`config.mk`:
```
export PLATFORM = sky130hd
export DESIGN_NAME = dump_ctrl_flat
export DESIGN_NICKNAME = d
export VERILOG_FILES = /design/src/rtl/dump_pkg.sv /design/src/rtl/dump_ctrl_if.sv /design/src/rtl/dump_addr_gen.sv /design/src/rtl/dump_ctrl.sv /design/src/flat_wrapper.sv
export SDC_FILE = /design/constraint.sdc
export NUM_CORES = 1
export LEC_CHECK = 0
export CORE_ASPECT_RATIO = 1.2
export CORE_MARGIN = 4
export CORE_UTILIZATION = 50
export DETAILED_ROUTE_END_ITERATION = 8
export HOLD_SLACK_MARGIN = 0.15
export PLACE_DENSITY_LB_ADDON = 0.05
export SYNTH_ARGS = -nofsm -noshare
export SYNTH_HDL_FRONTEND = slang
export SYNTH_SLANG_ARGS = --single-unit
```
`constraint.sdc`:
```
create_clock -name clk -period 2.7 [get_ports clk]
set_input_delay 0.675 -clock clk [delete_from_list [all_inputs] [get_ports clk]]
set_output_delay 0.675 -clock clk [all_outputs]
set_load 0.005 [all_outputs]
```
`src/rtl/dump_pkg.sv`:
```
// Shared types and constants for the channel-dump sequencer.
package dump_pkg;

  typedef enum logic [3:0] {
    ST_IDLE,
    ST_OFF_CMD,
    ST_OFF_RD,
    ST_GAIN_CMD,
    ST_GAIN_RD,
    ST_RD,
    ST_TX,
    ST_TX_WAIT,
    ST_DONE
  } dump_state_t;

  localparam logic [15:0] EEP_RD_DUMMY = 16'hBCBC;
  localparam logic [2:0]  SS_EEP       = 3'b100;

  // EEPROM calibration byte address: sel=0 offset, sel=1 gain.
  function automatic logic [5:0] cal_addr(input logic [1:0] ch, input logic [2:0] g,
                                          input logic sel);
    return {ch, g, sel};
  endfunction

endpackage

```
`src/rtl/dump_ctrl_if.sv`:
```
// SPI master-side handshake shared between dump_ctrl and the SPI master.
interface dump_ctrl_if;

  logic        wrt_SPI;
  logic [15:0] SPI_data;
  logic [2:0]  ss;
  logic        SPI_done;

  modport master (output wrt_SPI, SPI_data, ss, input SPI_done);
  modport slave  (input wrt_SPI, SPI_data, ss, output SPI_done);

endinterface

```
`src/rtl/dump_addr_gen.sv`:
```
// Capture-RAM read pointer (wraps at ENTRIES) plus per-dump sample counter.
module dump_addr_gen #(
  parameter int unsigned ENTRIES = 384,
  parameter int unsigned ADDR_W  = 9
) (
  input  logic              clk,
  input  logic              rst_n,
  input  logic              i_load,
  input  logic [ADDR_W-1:0] i_start,
  input  logic              i_adv,
  output logic [ADDR_W-1:0] o_ptr,
  output logic              o_last
);

  localparam logic [ADDR_W-1:0] LAST = ADDR_W'(ENTRIES - 1);

  logic [ADDR_W-1:0] r_ptr;
  logic [ADDR_W-1:0] r_cnt;

  always_ff @(posedge clk or negedge rst_n) begin
    if (!rst_n) begin
      r_ptr <= '0;
      r_cnt <= '0;
    end else if (i_load) begin
      r_ptr <= i_start;
      r_cnt <= '0;
    end else if (i_adv) begin
      r_ptr <= (r_ptr == LAST) ? '0 : r_ptr + 1'b1;
      r_cnt <= r_cnt + 1'b1;
    end
  end

  assign o_ptr  = r_ptr;
  assign o_last = (r_cnt == LAST);

endmodule

```
`src/rtl/dump_ctrl.sv`:
```
// Channel-dump sequencer: EEPROM calibration fetch, then capture-RAM walk to UART.
// Optional DUMP_CAL_CACHE_EN skips the EEPROM fetch when {ch, gain} is already loaded.
module dump_ctrl
  import dump_pkg::*;
#(
  parameter int unsigned ENTRIES = 384,
  parameter int unsigned ADDR_W  = 9
) (
  input  logic              clk,
  input  logic              rst_n,
  input  logic              dump,
  input  logic [1:0]        dump_ch,
  input  logic [2:0]        ch1_AFEgain,
  input  logic [2:0]        ch2_AFEgain,
  input  logic [2:0]        ch3_AFEgain,
  input  logic [ADDR_W-1:0] trace_end,
  input  logic              eep_wr,
  input  logic              resp_sent,
  dump_ctrl_if.master       spi,
  output logic              flopOffset,
  output logic              flopGain,
  output logic              ren,
  output logic [ADDR_W-1:0] raddr,
  output logic              send_resp,
  output logic              busy,
  output logic              dump_done
);

  localparam logic [ADDR_W-1:0] LAST = ADDR_W'(ENTRIES - 1);

  dump_state_t       r_state, w_next;
  logic              r_new;
  logic [1:0]        r_ch;
  logic [2:0]        r_g;
  logic [2:0]        w_g;
  logic              w_accept, w_hit, w_adv, w_last, w_wrt;
  logic [ADDR_W-1:0] w_start, w_ptr;
  logic [15:0]       w_spi_data;
  logic [2:0]        w_ss;

  always_comb begin
    case (dump_ch)
      2'b00:   w_g = ch1_AFEgain;
      2'b01:   w_g = ch2_AFEgain;
      2'b10:   w_g = ch3_AFEgain;
      default: w_g = '0;
    endcase
  end

  assign w_accept = (r_state == ST_IDLE) && dump && (dump_ch != 2'b11);
  assign w_start  = (trace_end == LAST) ? '0 : trace_end + 1'b1;

`ifdef DUMP_CAL_CACHE_EN
  logic       r_valid;
  logic [4:0] r_tag;

  always_ff @(posedge clk or negedge rst_n) begin
    if (!rst_n) begin
      r_valid <= 1'b0;
      r_tag   <= '0;
    end else if (eep_wr) begin
      r_valid <= 1'b0;
    end else if (flopGain) begin
      r_valid <= 1'b1;
      r_tag   <= {r_ch, r_g};
    end
  end

  assign w_hit = r_valid && (r_tag == {dump_ch, w_g});
`else
  logic w_unused_eep_wr;
  assign w_unused_eep_wr = eep_wr;
  assign w_hit           = 1'b0;
`endif

  always_ff @(posedge clk or negedge rst_n) begin
    if (!rst_n) begin
      r_state <= ST_IDLE;
      r_new   <= 1'b0;
      r_ch    <= '0;
      r_g     <= '0;
    end else begin
      r_state <= w_next;
      // Marks the first cycle of every state; qualifies the single-cycle wrt_SPI.
      r_new   <= (w_next != r_state);
      if (w_accept) begin
        r_ch <= dump_ch;
        r_g  <= w_g;
      end
    end
  end

  dump_addr_gen #(.ENTRIES(ENTRIES), .ADDR_W(ADDR_W)) u_addr (
    .clk    (clk),
    .rst_n  (rst_n),
    .i_load (w_accept),
    .i_start(w_start),
    .i_adv  (w_adv),
    .o_ptr  (w_ptr),
    .o_last (w_last)
  );

  always_comb begin
    w_next     = r_state;
    w_adv      = 1'b0;
    w_wrt      = 1'b0;
    w_spi_data = '0;
    w_ss       = '0;
    flopOffset = 1'b0;
    flopGain   = 1'b0;
    ren        = 1'b0;
    raddr      = '0;
    send_resp  = 1'b0;
    dump_done  = 1'b0;
    busy       = (r_state != ST_IDLE);
    case (r_state)
      ST_IDLE: if (w_accept) w_next = w_hit ? ST_RD : ST_OFF_CMD;
      ST_OFF_CMD: begin
        w_wrt      = r_new;
        w_ss       = SS_EEP;
        w_spi_data = {2'b00, cal_addr(r_ch, r_g, 1'b0), 8'h00};
        if (spi.SPI_done) w_next = ST_OFF_RD;
      end
      ST_OFF_RD: begin
        w_wrt      = r_new;
        w_ss       = SS_EEP;
        w_spi_data = EEP_RD_DUMMY;
        if (spi.SPI_done) begin
          flopOffset = 1'b1;
          w_next     = ST_GAIN_CMD;
        end
      end
      ST_GAIN_CMD: begin
        w_wrt      = r_new;
        w_ss       = SS_EEP;
        w_spi_data = {2'b00, cal_addr(r_ch, r_g, 1'b1), 8'h00};
        if (spi.SPI_done) w_next = ST_GAIN_RD;
      end
      ST_GAIN_RD: begin
        w_wrt      = r_new;
        w_ss       = SS_EEP;
        w_spi_data = EEP_RD_DUMMY;
        if (spi.SPI_done) begin
          flopGain = 1'b1;
          w_next   = ST_RD;
        end
      end
      ST_RD: begin
        ren    = 1'b1;
        raddr  = w_ptr;
        w_next = ST_TX;
      end
      ST_TX: begin
        send_resp = 1'b1;
        raddr     = w_ptr;
        w_next    = ST_TX_WAIT;
      end
      ST_TX_WAIT: begin
        raddr = w_ptr;
        if (resp_sent) begin
          if (w_last) begin
            w_next = ST_DONE;
          end else begin
            w_adv  = 1'b1;
            w_next = ST_RD;
          end
        end
      end
      ST_DONE: begin
        dump_done = 1'b1;
        w_next    = ST_IDLE;
      end
      default: w_next = ST_IDLE;
    endcase
  end

  assign spi.wrt_SPI  = w_wrt;
  assign spi.SPI_data = w_spi_data;
  assign spi.ss       = w_ss;

endmodule

```
`src/flat_wrapper.sv`:
```
// flat-port wrapper written by rule: the top's interface ports become plain ports
module dump_ctrl_flat import dump_pkg::*;
#(
  parameter int unsigned ENTRIES = 384,
  parameter int unsigned ADDR_W  = 9
)
  (clk, rst_n, dump, dump_ch, ch1_AFEgain, ch2_AFEgain, ch3_AFEgain, trace_end, eep_wr, resp_sent, flopOffset, flopGain, ren, raddr, send_resp, busy, dump_done, spi_wrt_SPI, spi_SPI_data, spi_ss, spi_SPI_done);
  dump_ctrl_if spi_i ();
  input  logic clk;
  input  logic rst_n;
  input  logic dump;
  input  logic [1:0] dump_ch;
  input  logic [2:0] ch1_AFEgain;
  input  logic [2:0] ch2_AFEgain;
  input  logic [2:0] ch3_AFEgain;
  input  logic [ADDR_W-1:0] trace_end;
  input  logic eep_wr;
  input  logic resp_sent;
  output logic flopOffset;
  output logic flopGain;
  output logic ren;
  output logic [ADDR_W-1:0] raddr;
  output logic send_resp;
  output logic busy;
  output logic dump_done;
  output wire logic [$bits(spi_i.wrt_SPI)-1:0] spi_wrt_SPI;
  output wire logic [$bits(spi_i.SPI_data)-1:0] spi_SPI_data;
  output wire logic [$bits(spi_i.ss)-1:0] spi_ss;
  input wire logic [$bits(spi_i.SPI_done)-1:0] spi_SPI_done;
  assign spi_wrt_SPI = spi_i.wrt_SPI;
  assign spi_SPI_data = spi_i.SPI_data;
  assign spi_ss = spi_i.ss;
  assign spi_i.SPI_done = spi_SPI_done;
  dump_ctrl #(.ENTRIES(ENTRIES), .ADDR_W(ADDR_W)) u_core (.clk(clk), .rst_n(rst_n), .dump(dump), .dump_ch(dump_ch), .ch1_AFEgain(ch1_AFEgain), .ch2_AFEgain(ch2_AFEgain), .ch3_AFEgain(ch3_AFEgain), .trace_end(trace_end), .eep_wr(eep_wr), .resp_sent(resp_sent), .spi(spi_i), .flopOffset(flopOffset), .flopGain(flopGain), .ren(ren), .raddr(raddr), .send_resp(send_resp), .busy(busy), .dump_done(dump_done));
endmodule
```
* After elaboration in Yosys (flattened, before gate mapping)
Cells that the tools add are included.
Storage, ports and cells: output and inout bits 35, input bits 26, logic and storage cells 61, register bits after elaboration 28
Cells by class: equality and inequality tests 15, reductions and logical operators 9, add/subtract/negate cells 3, multiplexer cells 28
Operator list (count):
- $mux 9 | 7
- $pmux 16 s3 | 1
- $pmux 4 s8 | 1
- $mux 4 | 7
- $add 9x1->9 const B | 3
- $eq 9x9->1 const B | 3
- $eq 4x3->1 const B | 4
- $mux 1 | 10
- $pmux 3 s3 | 1
- $eq 4x2->1 const B | 2
- $eq 4x1->1 const B | 1
- $eq 4x4->1 const B | 1
- $logic_not 4->1 | 1
- $ne 4x4->1 | 1
- $reduce_bool 4->1 | 1
- $reduce_or 4->1 | 1
- $mux 3 | 1
- $reduce_or 3->1 | 1
- $eq 2x1->1 const B | 1
- $eq 2x2->1 const B | 1
- $logic_and 1x1->1 | 2
- $logic_not 2->1 | 1
- $ne 2x2->1 const B | 1
- $reduce_bool 2->1 | 1
- $reduce_or 2->1 | 1

* Logic depth before layout (Yosys ltp)
Gate-level depths: netlist of the first run.
word-level depth 6, depth in mapped cells 7, depth with buffers taken out 6

* Hierarchy
A second synthesis of the first run with hierarchy kept.
Second synthesis, totals: cell total of the unflattened synthesis 237, area, all modules 2034.5 um2
Modules (own cells, without submodules):
- dump_ctrl | instances 1, cells each 134, area an instance 1046.0 um2
- dump_addr_gen | instances 1, cells each 103, area an instance 988.4 um2

* Worst setup path before layout of the first run
No wires, ideal clock.
path type reg2out, from register u_core.r_state[2], to output spi_SPI_data[15], data arrival time 1533 ps, buffers on the path 3, cell stages (with the launch flop) 6, slack 492 ps, cells stage by stage dfrtp_1 > buf_2 > buf_2 > xnor2_1 > nor3_1 > buf_4
On the way: longest elaborated chain between the ends 3
RTL lines:
- start, declared | line dump_ctrl.sv:31 | dump_state_t r_state, w_next;
- start signal, assigned | line dump_ctrl.sv:83 | r_state <= w_next;
- $eq 4x2->1 or $eq 4x3->1 (tied branches) | line dump_ctrl.sv:116 | case (r_state)
- $reduce_or 2->1 (no line)
- $pmux 16 s3 (*) | line dump_ctrl.sv:116
- end, declared | line flat_wrapper.sv:27 | output wire logic [$bits(spi_i.SPI_data)-1:0] spi_SPI_data;
Every way passes the cells marked *; elsewhere a longest branch is shown, timed or not.

* Worst setup path after layout of the first run
from input spi_SPI_done, to output flopGain
On the way: longest elaborated chain between the ends 2
RTL lines:
- start, declared | line flat_wrapper.sv:29 | input wire logic [$bits(spi_i.SPI_done)-1:0] spi_SPI_done;
- $mux 1 | line dump_ctrl.sv:143 | if (spi.SPI_done) begin
- $mux 1 | line dump_ctrl.sv:116
- end, declared | line flat_wrapper.sv:20 | output logic flopGain;
No other way between the ends.

==> run summary, run 1 <==
largest net degree at the start of global routing -> 29
# DRC -> 0
skew final -> 8.01 ps
fin crit share -> 0.971
Vias/cell -> 5.41
clk sinks -> 28
CTS tree -> done
synthesized area -> 2050 µm²
Num CTS Buffers -> 3
H-tree Lvls -> 1
Yosys cell types -> 52
Initial Utilization -> 0.520
initial antenna violation count -> 0
first-pass GRT wire length -> 8.17 mm
CTS Buffer Depth -> 2
final setup vio count -> 0
Ant. Diodes -> 0
sequential share of the synthesized area -> 0.342
Gate Count Post-Synth -> 244
CTS Root Cell -> clkbuf_8
Slew headroom -> 0.649
final worst path period need -> 2620 ps
GPL Wtd Cong -> 0.817
final cell count without fillers -> 348
Placed Instances -> 344
clk slew on worst S/H paths -> 90 ps
Rows -> 25
Iteration-0 DRC Markers -> 118
slowest stage delay, CP -> 500 ps
io pins -> 61
pins over their slew limit -> 0
gr usage total -> 0.198
Placed Area -> 2600 µm²
Worst Hold Class -> reg2reg
Via Count -> 1884
worst path cell trace -> clkdlybuf4s50_1 > buf_4 > and3_1 > clkdlybuf4s50_1
WL final -> 4.82 mm
CP Class -> in2out
peak fanout along the critical path -> 7
DR pass1 iterations -> 4
status -> finished clean
final hold vios -> 0
Core ar. -> 3940 µm²
crit-path most repeated cell -> clkdlybuf4s50_1
hpwl dp -> 3.68 mm
Wirelength per Cell -> 13.9 µm
# Post-CTS Setup Buffers -> 0
final net count -> 324
register bit total from synthesis -> 28
Die Y -> 78.1 µm
type of origin of the critical path -> input port
setup_tns -> 0 ps
total leakage power -> 0.00113 µW
RSZ-0062 raised after global routing -> no
final antenna-violating net count -> 0
YS warnings -> 0
PwrDens -> 738 nW/µm²
Pwr Total -> 1980 µW
Area growth syn-to-layout -> 30.8%
Worst-Margin Slew -> 526 ps
Die Footprint -> 5190 µm²
Crit. End Element -> primary output
commonest non-fill, non-tap cell in the layout -> clkdlybuf4s50_1
grt ovf -> 0
vias in the first global route -> 1736
I/O Buffers -> 53
WHS -> 488 ps
Die Width -> 66.4 µm
Worst Path Arrival -> 1950 ps
share of post-route cells with drive strength above 1 -> 0.0918
CP max-delay cell -> clkdlybuf4s50_1
commonest cells after routing, fill and taps aside -> clkdlybuf4s50_1, nand2_1, dfrtp_1, nor2_1, nand3_1
Max Freq -> 381 MHz
Synth Area per Inst -> 8.39 µm²
worst vdd ir -> 0.000436 V
Final Cell Area -> 2680 µm²
clock latency on the worst-skew pair -> 280 ps
Max-Cap Viols -> 0
Critical Path RT -> 2030 ps
## kinds of logic after synthesis
logic type / count (synthesis) / synth area share
AO/OA/AOI/OAI: 52 / 0.171
buffers and inverters: 26 / 0.0794
multiplexers: 6 / 0.0293
adder cells (fa/ha/maj): 3 / 0.0183
other: 1 / 0.00183
flip-flops: 28 / 0.342
AND/OR/NAND/NOR: 113 / 0.294
XOR/XNOR: 15 / 0.0641
## area by class of cell
| class | instances | area, µm² |
|---|---|---|
| fillers | 348 | 1260 |
| multi-input cells | 195 | 1210 |
| flip-flops and latches | 28 | 701 |
| repair buffers | 64 | 616 |
| well taps | 54 | 67.6 |
| clock buffers | 3 | 41.3 |
| clock inverters | 1 | 30.0 |
| inverters | 3 | 11.3 |
## registers in the layout, summed over array words and instances (netlist names)
register / count
u_core.u_addr.r_cnt: 9
u_core.u_addr.o_ptr: 9
u_core.r_new: 1
u_core.r_g: 3
u_core.r_ch: 2
u_core.r_state: 4
## path summary, 6_finish.rpt
check                           slack [ps]  cells after the start                     end              start
worst max-delay path                    80                      4                flopGain       spi_SPI_done
worst min-delay path                   490                      1       u_core.r_state[2]  u_core.r_state[2]
worst max register to register         540                      7  u_core.u_addr.o_ptr[5]  u_core.r_state[0]
worst min register to register         490                      1       u_core.r_state[2]  u_core.r_state[2]
max in group asynchronous             1670                      2       u_core.r_state[2]              rst_n
min in group asynchronous              760                      2  u_core.u_addr.r_cnt[4]              rst_n
## synth_stat cells, drive strengths merged
library cell | count | area share
a211oi | 1 | 0.0037
a21o | 6 | 0.022
a21oi | 12 | 0.029
a221oi | 1 | 0.0043
a31o | 2 | 0.0086
a31oi | 3 | 0.0092
a32oi | 1 | 0.0043
and2 | 9 | 0.027
and2b | 1 | 0.0037
and3 | 5 | 0.016
buf | 22 | 0.072
clkbuf | 1 | 0.0018
conb | 1 | 0.0018
dfrtp | 28 | 0.34
ha | 3 | 0.018
inv | 3 | 0.0055
mux2i | 6 | 0.029
nand2 | 28 | 0.051
nand2b | 2 | 0.0061
nand3 | 14 | 0.034
nand4 | 5 | 0.026
nand4b | 2 | 0.012
nor2 | 25 | 0.049
nor2b | 3 | 0.0092
nor3 | 12 | 0.029
nor4 | 3 | 0.016
nor4b | 1 | 0.0043
o211a | 1 | 0.0049
o211ai | 2 | 0.0098
o21a | 2 | 0.0073
o21ai | 13 | 0.032
o221ai | 1 | 0.0043
o22a | 2 | 0.0086
o22ai | 1 | 0.0031
o31ai | 1 | 0.0037
o32ai | 3 | 0.016
or2 | 1 | 0.0031
or3 | 2 | 0.0061
xnor2 | 7 | 0.030
xor2 | 8 | 0.034
## critical path, delay by kind of cell
| family | cells | cell delay (ps) |
|---|---|---|
| buffers and inverters | 3 | 1130 |
| and+or+nand+nor | 1 | 140 |
## where the power goes
| part | switching (µW) | internal [µW] |
|---|---|---|
| logic | 416 | 506 |
| clock network | 133 | 199 |
| registers | 163 | 560 |
## per-layer routing
metal  track usage  vias to the layer above  part of all wire
met4        0.0650                        0             0.012
met5             0                        -                 0
met1         0.275                      884              0.43
li1              -                      948                 -
met2         0.310                       47              0.50
met3        0.0329                        5             0.058
## repair_timing
action / CTS / global route
hold buffers: 0 / 0
endpoints found under the setup margin: 1 / 9
resized for setup: 1 / 3
## metrics by stage
| stage | util | setup WS, ps |
|---|---|---|
| final | 0.680 | 78.6 |
| after floorplan | - | 492 |
| after global routing | 0.680 | 4.23 |
| after CTS | 0.677 | 43.4 |
| after global placement | 0.659 | 85.8 |
| after detailed placement | 0.659 | 66.7 |
Note: power is estimated with default switching activity, not from simulation.
==> inputs of run 2 (changes only) <==
--- a/config.mk
+++ b/config.mk
@@ -7,7 +7,7 @@
 export LEC_CHECK = 0
 export CORE_ASPECT_RATIO = 1.2
 export CORE_MARGIN = 4
-export CORE_UTILIZATION = 50
+export CORE_UTILIZATION = 51
 export DETAILED_ROUTE_END_ITERATION = 8
 export HOLD_SLACK_MARGIN = 0.15
 export PLACE_DENSITY_LB_ADDON = 0.05
==> run 2 against run 1 <==
Power increased by 0.36%; clock power about the same; critical path depth is the same; sequential power fell by 2%; final cell count shrank 0.29%; non-clock buffer count rose by 1; critical endpoint unchanged; via count up 1.5%; register-to-register slack better by 110 ps; combinational power up 2%; design area is essentially flat.
==> run summary, run 2 (synthesized netlist as in run 1, its figures left out) <==
Wirelength per Cell -> 14.2 µm (+2.3%)
Ant. Diodes -> 0 (unchanged)
# Post-CTS Setup Buffers -> 0 (unchanged)
Worst Path Arrival -> 1940 ps (about the same)
clk slew on worst S/H paths -> 100 ps (about the same)
final worst path period need -> 2620 ps (-2.09 ps)
Initial Utilization -> 0.546 (+0.0260)
GPL Wtd Cong -> 0.838 (+2.6%)
CTS Buffer Depth -> 2 (unchanged)
footprint of the multi-input gates -> 1210 µm² (-0.10%)
total leakage power -> 0.00111 µW (-1.2%)
DR pass1 iterations -> 4 (unchanged)
Max-Cap Viols -> 0 (unchanged)
grt ovf -> 0 (unchanged)
Die Footprint -> 5100 µm² (-1.7%)
vias in the first global route -> 1841 (+6.0%)
CP top delay family -> buffers and inverters
first-pass GRT wire length -> 8.27 mm (+1.3%)
RSZ-0062 raised after global routing -> no
Critical Path RT -> 2030 ps (about the same)
status -> finished clean
Crit. End Element -> primary output
CTS Root Cell -> clkbuf_8
fin crit share -> 0.970 (about the same)
share of post-route cells with drive strength above 1 -> 0.0949 (+0.00308)
Die Width -> 65.9 µm (-0.87%)
Rows -> 24 (-4.0%)
CTS tree -> done
final setup vio count -> 0 (unchanged)
Worst Hold Class -> reg2reg
clock latency on the worst-skew pair -> 280 ps (about the same)
Slew headroom -> 0.651 (+0.00290)
skew final -> 6.48 ps (-1.53 ps)
Core ar. -> 3750 µm² (-4.8%)
H-tree Lvls -> 1 (unchanged)
Iteration-0 DRC Markers -> 124 (+5.1%)
io pins -> 61 (unchanged)
Die Y -> 77.4 µm (-0.88%)
Worst-Margin Slew -> 521 ps (-4.33 ps)
crit-path most repeated cell -> clkdlybuf4s50_1
CP max-delay cell -> clkdlybuf4s50_1
final net count -> 325 (+0.31%)
initial antenna violation count -> 0 (unchanged)
clk sinks -> 28 (unchanged)
# DRC -> 0 (unchanged)
CP Class -> in2out
min-delay src -> u_core.r_g[2]
WL final -> 4.92 mm (+2.0%)
Worst Setup SP -> spi_SPI_done
setup_tns -> 0 ps (unchanged)
slowest stage delay, CP -> 490 ps (about the same)
commonest cells after routing, fill and taps aside -> clkdlybuf4s50_1, nand2_1, dfrtp_1, nor2_1, nand3_1
final hold vios -> 0 (unchanged)
I/O Buffers -> 53 (unchanged)
launching point of the worst reg2reg path -> u_core.r_state[0]
Post-CTS Hold Buffers -> 0 (unchanged)
crit path buf inv count -> 3 (unchanged)
Area growth syn-to-layout -> 30.9% (about the same)
final antenna-violating net count -> 0 (unchanged)
Via Count -> 1913 (+1.5%)
Num CTS Buffers -> 3 (unchanged)
commonest non-fill, non-tap cell in the layout -> clkdlybuf4s50_1
largest net degree at the start of global routing -> 29 (unchanged)
type of origin of the critical path -> input port
hpwl dp -> 3.75 mm (+1.9%)
FILL cells -> 315 (-9.5%)
PwrDens -> 740 nW/µm² (+0.32%)
worst vdd ir -> 0.000445 V (+1.9%)
Max Freq -> 382 MHz (about the same)
Vias/cell -> 5.51 (+1.8%)
Storage cell area -> 701 µm² (unchanged)
worst path cell trace -> clkdlybuf4s50_1 > buf_4 > and3_1 > clkdlybuf4s50_1
gr usage total -> 0.199 (+0.00189)
peak fanout along the critical path -> 7 (unchanged)
Final Core Density -> 0.714 (+0.0343)
pins over their slew limit -> 0 (unchanged)
==> run 2: cell count changes in the layout (fill, tap and decap cells not counted) <==
cell / previous run / this run
nor2_4: 2 / 1
clkdlybuf4s50_1: 52 / 53
buf_4: 11 / 12
nor2_1: 22 / 23
nor4_2: 0 / 1
dlymetal6s2s_1: 1 / 0
nor4_1: 2 / 1
==> run 2: worst reg2reg max path, cell delays in order, from the launching register on <==
cell,delay (ps)
dfrtp_1,440
buf_4,220
nor4_4,320
and3_2,430
o31ai_1,120
buf_4,160
o221ai_1,160
o21a_1,140
==> run 2: final timing paths <==
kind / end / slack, ps / depth (start not counted)
worst max-delay path: flopGain / 80 / 4
worst min-delay path: u_core.r_g[2] / 510 / 2
worst max register to register: u_core.u_addr.o_ptr[0] / 650 / 7
worst min register to register: u_core.r_g[2] / 510 / 2
max in group asynchronous: u_core.r_state[2] / 1670 / 2
min in group asynchronous: u_core.u_addr.r_cnt[6] / 760 / 2
==> run 2: per-stage QoR <==
step                      instance area [µm²]  instances  setup WS (ps)  hold slack (ps)  total power [µW]
after floorplan                          2070        249            492              379              1250
after CTS                                2680        347           76.8              507              1990
after global placement                   2600        343           95.9              463              1630
after detailed placement                 2600        343           87.1              484              1650
after global routing                     2680        347           4.50              533              2150
final                                    2680        347           80.6              505              1980
==> run 2: where the power goes <==
part           internal (µW)  switching, µW
Combinational            510            428
Sequential               561            153
Clock                    199            135
Total                   1270            716
==> run 2: metal layers <==
layer  vias to the layer above  wire length (µm)  GRT usage
li1                        960                 -          -
met1                       901              2080      0.257
met2                        45              2560      0.354
met3                         7               223     0.0217
met4                         0                51     0.0436
met5                         -                 0          0
==> run 2: repair_timing <==
| item | 4_1_cts | 5_1_grt |
|---|---|---|
| resized for setup | 1 | 1 |
| hold endpoints to repair | 0 | 0 |
| setup endpoints to repair | 5 | 1 |
==> run 2: cell type report <==
cell class | count | share of cell area
Timing Repair Buffer | 65 | 0.231
Clock inverter | 1 | 0.0112
Inverter | 3 | 0.00420
Sequential cell | 28 | 0.261
Clock buffer | 3 | 0.0154
Tap cell | 52 | 0.0243
Multi-Input combinational cell | 195 | 0.452
==> inputs of run 3 (changes only) <==
--- a/config.mk
+++ b/config.mk
@@ -10,6 +10,7 @@
 export CORE_UTILIZATION = 51
 export DETAILED_ROUTE_END_ITERATION = 8
 export HOLD_SLACK_MARGIN = 0.15
+export MAX_ROUTING_LAYER = met4
 export PLACE_DENSITY_LB_ADDON = 0.05
 export SYNTH_ARGS = -nofsm -noshare
 export SYNTH_HDL_FRONTEND = slang
==> run 3 against run 2 <==
Clock power is essentially flat; power up 0.13%; clock skew is 0.84 ps higher.
==> run summary, run 3 (synthesized netlist as in run 1, its figures left out) <==
status -> finished clean
RSZ-0062 raised after global routing -> no
type of origin of the critical path -> input port
CTS Buffer Depth -> 2 (unchanged)
clock latency on the worst-skew pair -> 280 ps (about the same)
launching point of the worst reg2reg path -> u_core.r_state[0]
Final Core Density -> 0.714 (unchanged)
FILL cells -> 315 (unchanged)
setup_tns -> 0 ps (unchanged)
WHS -> 505 ps (-0.953 ps)
Worst Hold Class -> reg2reg
Max Freq -> 382 MHz (about the same)
Die Width -> 65.9 µm (unchanged)
final hold vios -> 0 (unchanged)
CP Class -> in2out
Area growth syn-to-layout -> 30.9% (unchanged)
Vias/cell -> 5.53 (+0.26%)
gr usage total -> 0.206 (+0.00617)
fin crit share -> 0.970 (about the same)
hpwl dp -> 3.75 mm (unchanged)
Ant. Diodes -> 0 (unchanged)
Iteration-0 DRC Markers -> 129 (+4.0%)
Post-CTS Hold Buffers -> 0 (unchanged)
DR pass1 iterations -> 4 (unchanged)
final net count -> 325 (unchanged)
peak fanout along the critical path -> 7 (unchanged)
clk slew on worst S/H paths -> 100 ps (about the same)
largest net degree at the start of global routing -> 29 (unchanged)
combinational share of power -> 0.473 (about the same)
Die Y -> 77.4 µm (unchanged)
Wirelength per Cell -> 14.2 µm (+0.26%)
# Post-CTS Setup Buffers -> 0 (unchanged)
clk sinks -> 28 (unchanged)
first-pass GRT wire length -> 8.29 mm (+0.16%)
commonest non-fill, non-tap cell in the layout -> clkdlybuf4s50_1
Sw Ratio -> 0.361 (+0.000748)
min-delay src -> u_core.r_g[2]
Die Footprint -> 5100 µm² (unchanged)
R2R cell count -> 7 (unchanged)
Initial Utilization -> 0.546 (unchanged)
Worst Setup SP -> spi_SPI_done
final setup vio count -> 0 (unchanged)
Via Count -> 1918 (+0.26%)
skew final -> 7.32 ps (+0.842 ps)
Num CTS Buffers -> 3 (unchanged)
Sequential Power Share -> 0.359 (about the same)
Cell Int Power -> 1270 µW (about the same)
Placed Instances -> 343 (unchanged)
GPL Wtd Cong -> 0.851 (+1.6%)
final cell count without fillers -> 347 (unchanged)
final worst path period need -> 2620 ps (+0.400 ps)
CTS Root Cell -> clkbuf_8
Crit. End Element -> primary output
WHS Path Cells -> 2 (unchanged)
Rows -> 24 (unchanged)
Slew headroom -> 0.651 (about the same)
share of post-route cells with drive strength above 1 -> 0.0949 (unchanged)
grt ovf -> 0 (unchanged)
pins over their slew limit -> 0 (unchanged)
CTS tree -> done
Critical Path RT -> 2030 ps (about the same)
R2R setup slack -> 640 ps (about the same)
Hold Path End -> u_core.r_g[2]
PwrDens -> 741 nW/µm² (+0.13%)
io pins -> 61 (unchanged)
I/O Buffers -> 53 (unchanged)
total leakage power -> 0.00111 µW (unchanged)
commonest cells after routing, fill and taps aside -> clkdlybuf4s50_1, nand2_1, dfrtp_1, nor2_1, nand3_1
R2R Path End -> u_core.u_addr.o_ptr[0]
worst vdd ir -> 0.000444 V (-0.20%)
WL final -> 4.93 mm (+0.26%)
Max-Cap Viols -> 0 (unchanged)
# DRC -> 0 (unchanged)
Worst Path Arrival -> 1940 ps (about the same)
final antenna-violating net count -> 0 (unchanged)
clock share of power -> 0.167 (about the same)
vias in the first global route -> 1843 (+0.11%)
Worst-Margin Slew -> 522 ps (+0.343 ps)
initial antenna violation count -> 0 (unchanged)
Net Switching -> 718 µW (+0.34%)
H-tree Lvls -> 1 (unchanged)
post-CTS sizing -> 1 (unchanged)
Core ar. -> 3750 µm² (unchanged)
run 3: cell counts in the layout (fill, tap and decap cells not counted):
Identical to the previous run, type by type.
run 3: cell type report:
type	instances	area, µm²	share of cell area
tap	52	65.1	0.0243
timing repair buffer	65	621	0.231
clock buffer	3	41.3	0.0154
sequential	28	701	0.261
multi-input combinational	195	1210	0.452
clock inverter	1	30.0	0.0112
inverter	3	11.3	0.00420
run 3: worst max-delay path by stage:
stage | cells after the start | end | slack, ps
CTS | 4 | flopGain | 80
detailed placement | 4 | flopGain | 90
finish | 4 | flopGain | 80
global route | 4 | flopOffset | 4
floorplan | 5 | spi_SPI_data[15] | 490
global placement | 4 | flopGain | 100
run 3: power by group through the flow:
stage	combinational [µW]	clock [µW]	sequential, µW
after floorplan	557	0	688
after global placement	916	0	713
after detailed placement	936	0	718
after CTS	944	338	711
after global routing	1050	357	741
final	941	332	714
run 3: metal layers:
metal,up-vias,track usage,share of wire
met2,49,0.354,0.51
li1,958,-,-
met4,0,0.0436,0.010
met5,-,-,0
met1,904,0.258,0.43
met3,7,0.0217,0.047
run 3: critical path, stage by stage:
cell,delay (ps)
clkdlybuf4s50_1,480
buf_4,150
and3_1,150
clkdlybuf4s50_1,490
run 3: stage by stage:
step / worst slack (ps) / power, µW / area [µm²]
2_1_floorplan: 492 / 1250 / 2070
3_3_place_gp: 95.9 / 1630 / 2600
3_5_place_dp: 87.1 / 1650 / 2600
4_1_cts: 76.8 / 1990 / 2680
5_1_grt: 4.50 / 2150 / 2680
6_report: 80.2 / 1990 / 2680
